**config.mk**
```make
export PLATFORM = sky130hd
export DESIGN_NAME = uart_cmd_assembler
export DESIGN_NICKNAME = d
export VERILOG_FILES = /design/src/rtl/uart_cmd_assembler.sv
export SDC_FILE = /design/constraint.sdc
export NUM_CORES = 1
export LEC_CHECK = 0
export ABC_AREA = 1
export CAP_MARGIN = 5
export CORE_MARGIN = 1
export CORE_UTILIZATION = 55
export DETAILED_ROUTE_END_ITERATION = 7
export DONT_BUFFER_PORTS = 1
export MAX_ROUTING_LAYER = met4
export PLACE_DENSITY = 0.66
export SETUP_SLACK_MARGIN = 0.05
export SLEW_MARGIN = 30
export SYNTH_ARGS = -nofsm -noshare
export SYNTH_HDL_FRONTEND = slang
export SYNTH_SLANG_ARGS = --single-unit
export TNS_END_PERCENT = 1
```
**constraint.sdc**
```tcl
create_clock -name clk -period 1.65 [get_ports clk]
set_input_delay 0.2475 -clock clk [delete_from_list [all_inputs] [get_ports clk]]
set_output_delay 0.2475 -clock clk [all_outputs]
set_load 0.005 [all_outputs]
```
**src/rtl/uart_cmd_assembler.sv**
```systemverilog
// uart_cmd_assembler
//   Packs three UART bytes (MSB first) into a 24-bit host command and holds it
//   until the dispatcher consumes it. A partial frame is dropped when the gap
//   between its bytes reaches TIMEOUT clocks. Single response bytes are passed
//   to the UART transmitter, one at a time.
//
// Ports
//   clk, rst_n            clock, asynchronous active-low reset
//   rx_rdy, rx_data       UART received byte (level, held until cleared)
//   clr_rx_rdy            one-cycle clear back to the UART receiver
//   cmd, cmd_rdy          assembled command and its valid flag
//   clr_cmd_rdy           dispatcher has taken cmd
//   resp_data, send_resp  response byte and transmit request
//   tx_data, trmt         byte and one-cycle strobe to the UART transmitter
//   tx_done, resp_sent    transmitter complete / one-cycle completion pulse
//   frame_err             one-cycle pulse when a partial frame times out
module uart_cmd_assembler #(
    parameter int unsigned TIMEOUT = 65536,
    parameter int unsigned TO_W    = 17
) (
    input  logic        clk,
    input  logic        rst_n,
    input  logic        rx_rdy,
    input  logic [7:0]  rx_data,
    output logic        clr_rx_rdy,
    output logic [23:0] cmd,
    output logic        cmd_rdy,
    input  logic        clr_cmd_rdy,
    input  logic [7:0]  resp_data,
    input  logic        send_resp,
    output logic        resp_sent,
    output logic [7:0]  tx_data,
    output logic        trmt,
    input  logic        tx_done,
    output logic        frame_err
);

    typedef enum logic [1:0] {
        IDLE,
        GOT1,
        GOT2,
        FULL
    } rx_state_t;

    typedef enum logic {
        TX_IDLE,
        TX_BUSY
    } tx_state_t;

    localparam logic [TO_W-1:0] TO_LAST = TO_W'(TIMEOUT - 1);

    rx_state_t       rx_state_q, rx_state_d;
    tx_state_t       tx_state_q, tx_state_d;
    logic [TO_W-1:0] cnt_q, cnt_d;
    logic [23:0]     cmd_q, cmd_d;
    logic            cmd_rdy_q, cmd_rdy_d;
    logic            clr_rx_rdy_q, clr_rx_rdy_d;
    logic            frame_err_q, frame_err_d;
    logic [7:0]      tx_data_q, tx_data_d;
    logic            trmt_q, trmt_d;
    logic            resp_sent_q, resp_sent_d;
    logic            accept;

    // rx_rdy is still high in the cycle our clear is on its way to the UART;
    // masking with clr_rx_rdy_q stops the same byte being taken twice.
    assign accept = rx_rdy && !clr_rx_rdy_q && (rx_state_q != FULL);

    always_comb begin
        rx_state_d   = rx_state_q;
        cnt_d        = cnt_q;
        cmd_d        = cmd_q;
        cmd_rdy_d    = cmd_rdy_q;
        clr_rx_rdy_d = 1'b0;
        frame_err_d  = 1'b0;

        case (rx_state_q)
            IDLE: begin
                cnt_d = '0;
                if (accept) begin
                    cmd_d[23:16] = rx_data;
                    clr_rx_rdy_d = 1'b1;
                    rx_state_d   = GOT1;
                end
            end
            GOT1: begin
                // An accept on the final count wins over the timeout.
                if (accept) begin
                    cmd_d[15:8]  = rx_data;
                    clr_rx_rdy_d = 1'b1;
                    cnt_d        = '0;
                    rx_state_d   = GOT2;
                end else if (cnt_q == TO_LAST) begin
                    cnt_d       = '0;
                    frame_err_d = 1'b1;
                    rx_state_d  = IDLE;
                end else begin
                    cnt_d = cnt_q + TO_W'(1);
                end
            end
            GOT2: begin
                if (accept) begin
                    cmd_d[7:0]   = rx_data;
                    clr_rx_rdy_d = 1'b1;
                    cnt_d        = '0;
                    cmd_rdy_d    = 1'b1;
                    rx_state_d   = FULL;
                end else if (cnt_q == TO_LAST) begin
                    cnt_d       = '0;
                    frame_err_d = 1'b1;
                    rx_state_d  = IDLE;
                end else begin
                    cnt_d = cnt_q + TO_W'(1);
                end
            end
            FULL: begin
                // rx_rdy is left pending here; that is the back-pressure.
                cnt_d = '0;
                if (clr_cmd_rdy) begin
                    cmd_rdy_d  = 1'b0;
                    rx_state_d = IDLE;
                end
            end
            default: begin
                cnt_d      = '0;
                rx_state_d = IDLE;
            end
        endcase
    end

    always_comb begin
        tx_state_d  = tx_state_q;
        tx_data_d   = tx_data_q;
        trmt_d      = 1'b0;
        resp_sent_d = 1'b0;

        case (tx_state_q)
            TX_IDLE: begin
                if (send_resp) begin
                    tx_data_d  = resp_data;
                    trmt_d     = 1'b1;
                    tx_state_d = TX_BUSY;
                end
            end
            TX_BUSY: begin
                // tx_done is ignored while our own strobe is still out.
                if (tx_done && !trmt_q) begin
                    resp_sent_d = 1'b1;
                    tx_state_d  = TX_IDLE;
                end
            end
            default: tx_state_d = TX_IDLE;
        endcase
    end

    always_ff @(posedge clk or negedge rst_n) begin
        if (!rst_n) begin
            rx_state_q   <= IDLE;
            cnt_q        <= '0;
            cmd_q        <= '0;
            cmd_rdy_q    <= 1'b0;
            clr_rx_rdy_q <= 1'b0;
            frame_err_q  <= 1'b0;
            tx_state_q   <= TX_IDLE;
            tx_data_q    <= '0;
            trmt_q       <= 1'b0;
            resp_sent_q  <= 1'b0;
        end else begin
            rx_state_q   <= rx_state_d;
            cnt_q        <= cnt_d;
            cmd_q        <= cmd_d;
            cmd_rdy_q    <= cmd_rdy_d;
            clr_rx_rdy_q <= clr_rx_rdy_d;
            frame_err_q  <= frame_err_d;
            tx_state_q   <= tx_state_d;
            tx_data_q    <= tx_data_d;
            trmt_q       <= trmt_d;
            resp_sent_q  <= resp_sent_d;
        end
    end

    assign clr_rx_rdy = clr_rx_rdy_q;
    assign cmd        = cmd_q;
    assign cmd_rdy    = cmd_rdy_q;
    assign frame_err  = frame_err_q;
    assign tx_data    = tx_data_q;
    assign trmt       = trmt_q;
    assign resp_sent  = resp_sent_q;

endmodule

```
==> results by group <==
Run status
  – Status: completed

Critical path
  – Critical path endpoint category: register
  – Worst setup path class: register to register
  – Critical Path Slowest Stage Cell: dfrtp_1
  – Cells along the critical path: buf_4, inv_1, ha_1, nand2_1, inv_2, nand2_8, nor3b_1
  – CP peak stage delay: about 0.37 ns
  – CP max FO: 14
  – Critical path arrival: 1.71 ns
  – Critical path required time: about 1.9 ns
  – Setup crit start kind: register

STA
  – Final Setup Violations: 0
  – Worst Tran Pin Value: between 0.2 and 0.3 ns
  – Fin. Hold Viols: 0
  – Final Skew: about 0.0045 ns
  – Slew Limit Fails: 0
  – Fin crit share: around nine tenths
  – Fin crit period: 1.48 ns
  – Max Fclk: 0.675 GHz
  – RSZ-0062 raised after global routing: false
  – Slew HR: around 82%
  – Setup TNS: 0 ns
  – WHS: 0.0317 ns

Placement
  – Dpl cell area: approximately 2600 um2
  – Gp weighted congestion: 0.821
  – IO Port Bufs: 0
  – HPWL after DPL: ~3.3 mm

Detailed routing
  – Number of vias per cell: 5.12
  – DRC errors left: 0
  – Routed WL: 4.59 mm
  – DR pass1 iterations: 4
  – DRT antenna net count: 0
  – Routed len/inst: 13.4 um
  – Initial drt markers: between 80 and 90
  – Via count: 1,751

Power
  – NetSw: between 1 and 1.5 mW
  – Total Power: about 4.4 mW
  – Clock power share: between 20% and 30%
  – PwrDens: roughly 1500 nW/um2
  – Peak VDD IR: around 0.0010 V
  – Lkg Pwr: between 1 and 1.5 nW
  – Int Power: 2.88 mW
  – Flop pwr share: between 40% and 50%
  – Sw frac: 33.9%
  – Gate power share: between 20% and 30%

Global routing
  – Total gr overflow: 0
  – Global-route wire length before repair: just over 8 mm
  – Initial antenna violation count: 0
  – Total track usage: 22.0%
  – Largest net degree at the start of global routing: 58
  – Vias in the first global route: ~1,800

Floorplanning
  – Floorplan row count: 24
  – IO Pins: a little under 60
  – Die W: 69.6 um
  – Core Area: around 4400 um2
  – Starting Density: a little under three fifths
  – Die area: between 4000 and 5000 um2
  – Die Height: 69.6 um

Yosys
  – XOR/XNOR Fraction of Synth Area: ~2.4%
  – Syn Nets: 299
  – Synth Area in Adders: 3.48%
  – Mux share of post-synthesis cell area: 0%
  – Avg Inst Size Synth: between 9 and 10 um2
  – Count of cell types in the netlist: 27
  – Post-synthesis compound-gate area fraction: roughly 7%
  – Synth warn: 0
  – Register area share after synthesis: between 50% and 60%
  – Synth Area in Simple Gates: between 20% and 30%
  – Post-Synthesis Cell Area: around 2500 um2
  – Post-Syn Instances: 270
  – Main combinational cell family by area after synthesis: simple AND/OR/NAND/NOR gates
  – Yosys reg bits: 57

Finish
  – Design Area, Final: approximately 2800 um2
  – Diode count: 0
  – Area Overhead vs Synth: 12.7%
  – Nets@finish: around 320
  – Share of layout cells above drive strength 1: roughly 17%
  – Area of the multi-input gates: just under 1000 um2
  – Reg area: approximately 1400 um2
  – Core Util, Final: 64.7%
  – Fill count: roughly 350

Clock network
  – CTS tree: yes
  – H-tree levels: 3
  – Post-CTS Setup Inserts: 0
  – CTS Buffer Depth: 2
  – Root Buffer: clkbuf_8
  – Sink Count: 57
  – Clk slew on worst S/H paths: about 0.060 ns
  – CTS buffer count: 9
  – Worst skew pair latency: approximately 0.32 ns

Worst hold path
  – Class of the worst hold path: primary input to register

Job
  – Max Cap Violations: 0
## worst max-delay path, delay by kind of cell (launching register included)
family | cells | cell delay (ns)
buf+inv | 3 | 0.34
fa+ha+maj | 1 | 0.28
simple gates | 3 | 0.41
flops | 1 | 0.37
## worst paths after layout
check | from | slack [ns] | to | cells past startpoint
worst max-delay path | rx_state_q[0]$_DFFE_PN0P_ | 0.17 | cnt_q[2]$_DFF_PN0_ | 7
worst min-delay path | clr_cmd_rdy | 0.03 | cmd_rdy$_DFFE_PN0P_ | 1
worst max register to register | rx_state_q[0]$_DFFE_PN0P_ | 0.17 | cnt_q[2]$_DFF_PN0_ | 7
worst min register to register | trmt$_DFF_PN0_ | 0.48 | resp_sent$_DFF_PN0_ | 1
max in group asynchronous | rst_n | 0.97 | rx_state_q[1]$_DFFE_PN0P_ | 2
min in group asynchronous | rst_n | 0.45 | cnt_q[4]$_DFF_PN0_ | 2
## power groups by stage
stage | clock, mW | combinational, mW | sequential (mW)
2_1_floorplan | 0 | 0.852 | 2.09
3_3_place_gp | 0 | 1.01 | 2.17
3_5_place_dp | 0 | 1.03 | 2.17
4_1_cts | 1.15 | 1.10 | 2.15
5_1_grt | 1.21 | 1.27 | 2.20
6_report | 1.12 | 1.08 | 2.15
## synthesized netlist by cell type, drive strengths merged
master / n / area, um2
a21oi: 3 / 15.0
a22oi: 1 / 7.51
inv: 28 / 105
nor3: 7 / 51.3
nand4: 2 / 12.5
nor2: 34 / 173
nor3b: 3 / 22.5
o21ai: 27 / 135
nand2: 79 / 319
nand3: 6 / 35.0
xor2: 4 / 35.0
clkinv: 1 / 3.75
buf: 4 / 35.0
dfrtp: 57 / 1430
ha: 7 / 87.6
a31oi: 3 / 18.8
xnor2: 3 / 26.3
nor4: 1 / 6.26
## placed cells by master, fill, tap and decap left out, types with 4 or more instances in the layout
cell type	netlist	routed
buf_4	0	9
clkbuf_8	0	12
dfrtp_1	57	57
ha_1	7	6
inv_1	26	26
nand2_1	74	74
nand3_1	5	5
nor2_1	20	20
nor2_2	12	12
nor3_1	5	5
o21ai_0	27	27
xor2_1	4	4
## state kept, by name (all words and copies together), names as in the netlist
name / count
clr_rx_rdy: 1
cmd: 24
cmd_rdy: 1
cnt_q: 17
frame_err: 1
resp_sent: 1
rx_state_q: 2
trmt: 1
tx_data: 8
tx_state_q: 1
## through the flow
step                      cells  worst slack, ns
after CTS                   342            0.102
after global placement      327            0.114
after global routing        342           0.0527
final                       342            0.169
after detailed placement    327           0.0584
after floorplan             270            0.150
## routing by layer
metal  vias up  routed length (um)  part of all wire [%]  global-route usage, %
li1        886                   -                     -                      -
met1       817                2180                    47                   27.5
met2        38                2120                    46                   33.5
met3        10                 197                   4.3                   5.52
met4         0                  98                   2.1                   11.3
met5         -                   0                     0                      -
## area by class of cell
class,instances,area share (%)
tap,52,2.29
sequential,57,50.3
inverter,29,3.84
clock buffer,13,5.96
timing repair buffer,11,3.71
multi-input combinational,180,33.9
## cell families (layout without fill, tap and decap cells)
| group | after synthesis | in the layout |
|---|---|---|
| buf+inv | 33 | 53 |
| compound gates | 34 | 34 |
| xor+xnor | 7 | 7 |
| flops | 57 | 57 |
| simple gates | 132 | 132 |
| fa+ha+maj | 7 | 7 |
## repair_timing
action                                 in CTS  in global routing
hold buffers                                2                  0
gates resized for setup                     1                  2
pin swaps                                   0                  1
endpoints found under the hold margin      57                  0
gates cloned                                0                  0
setup endpoints to repair                   2                 24
Note: power is estimated with default switching activity, not from simulation.
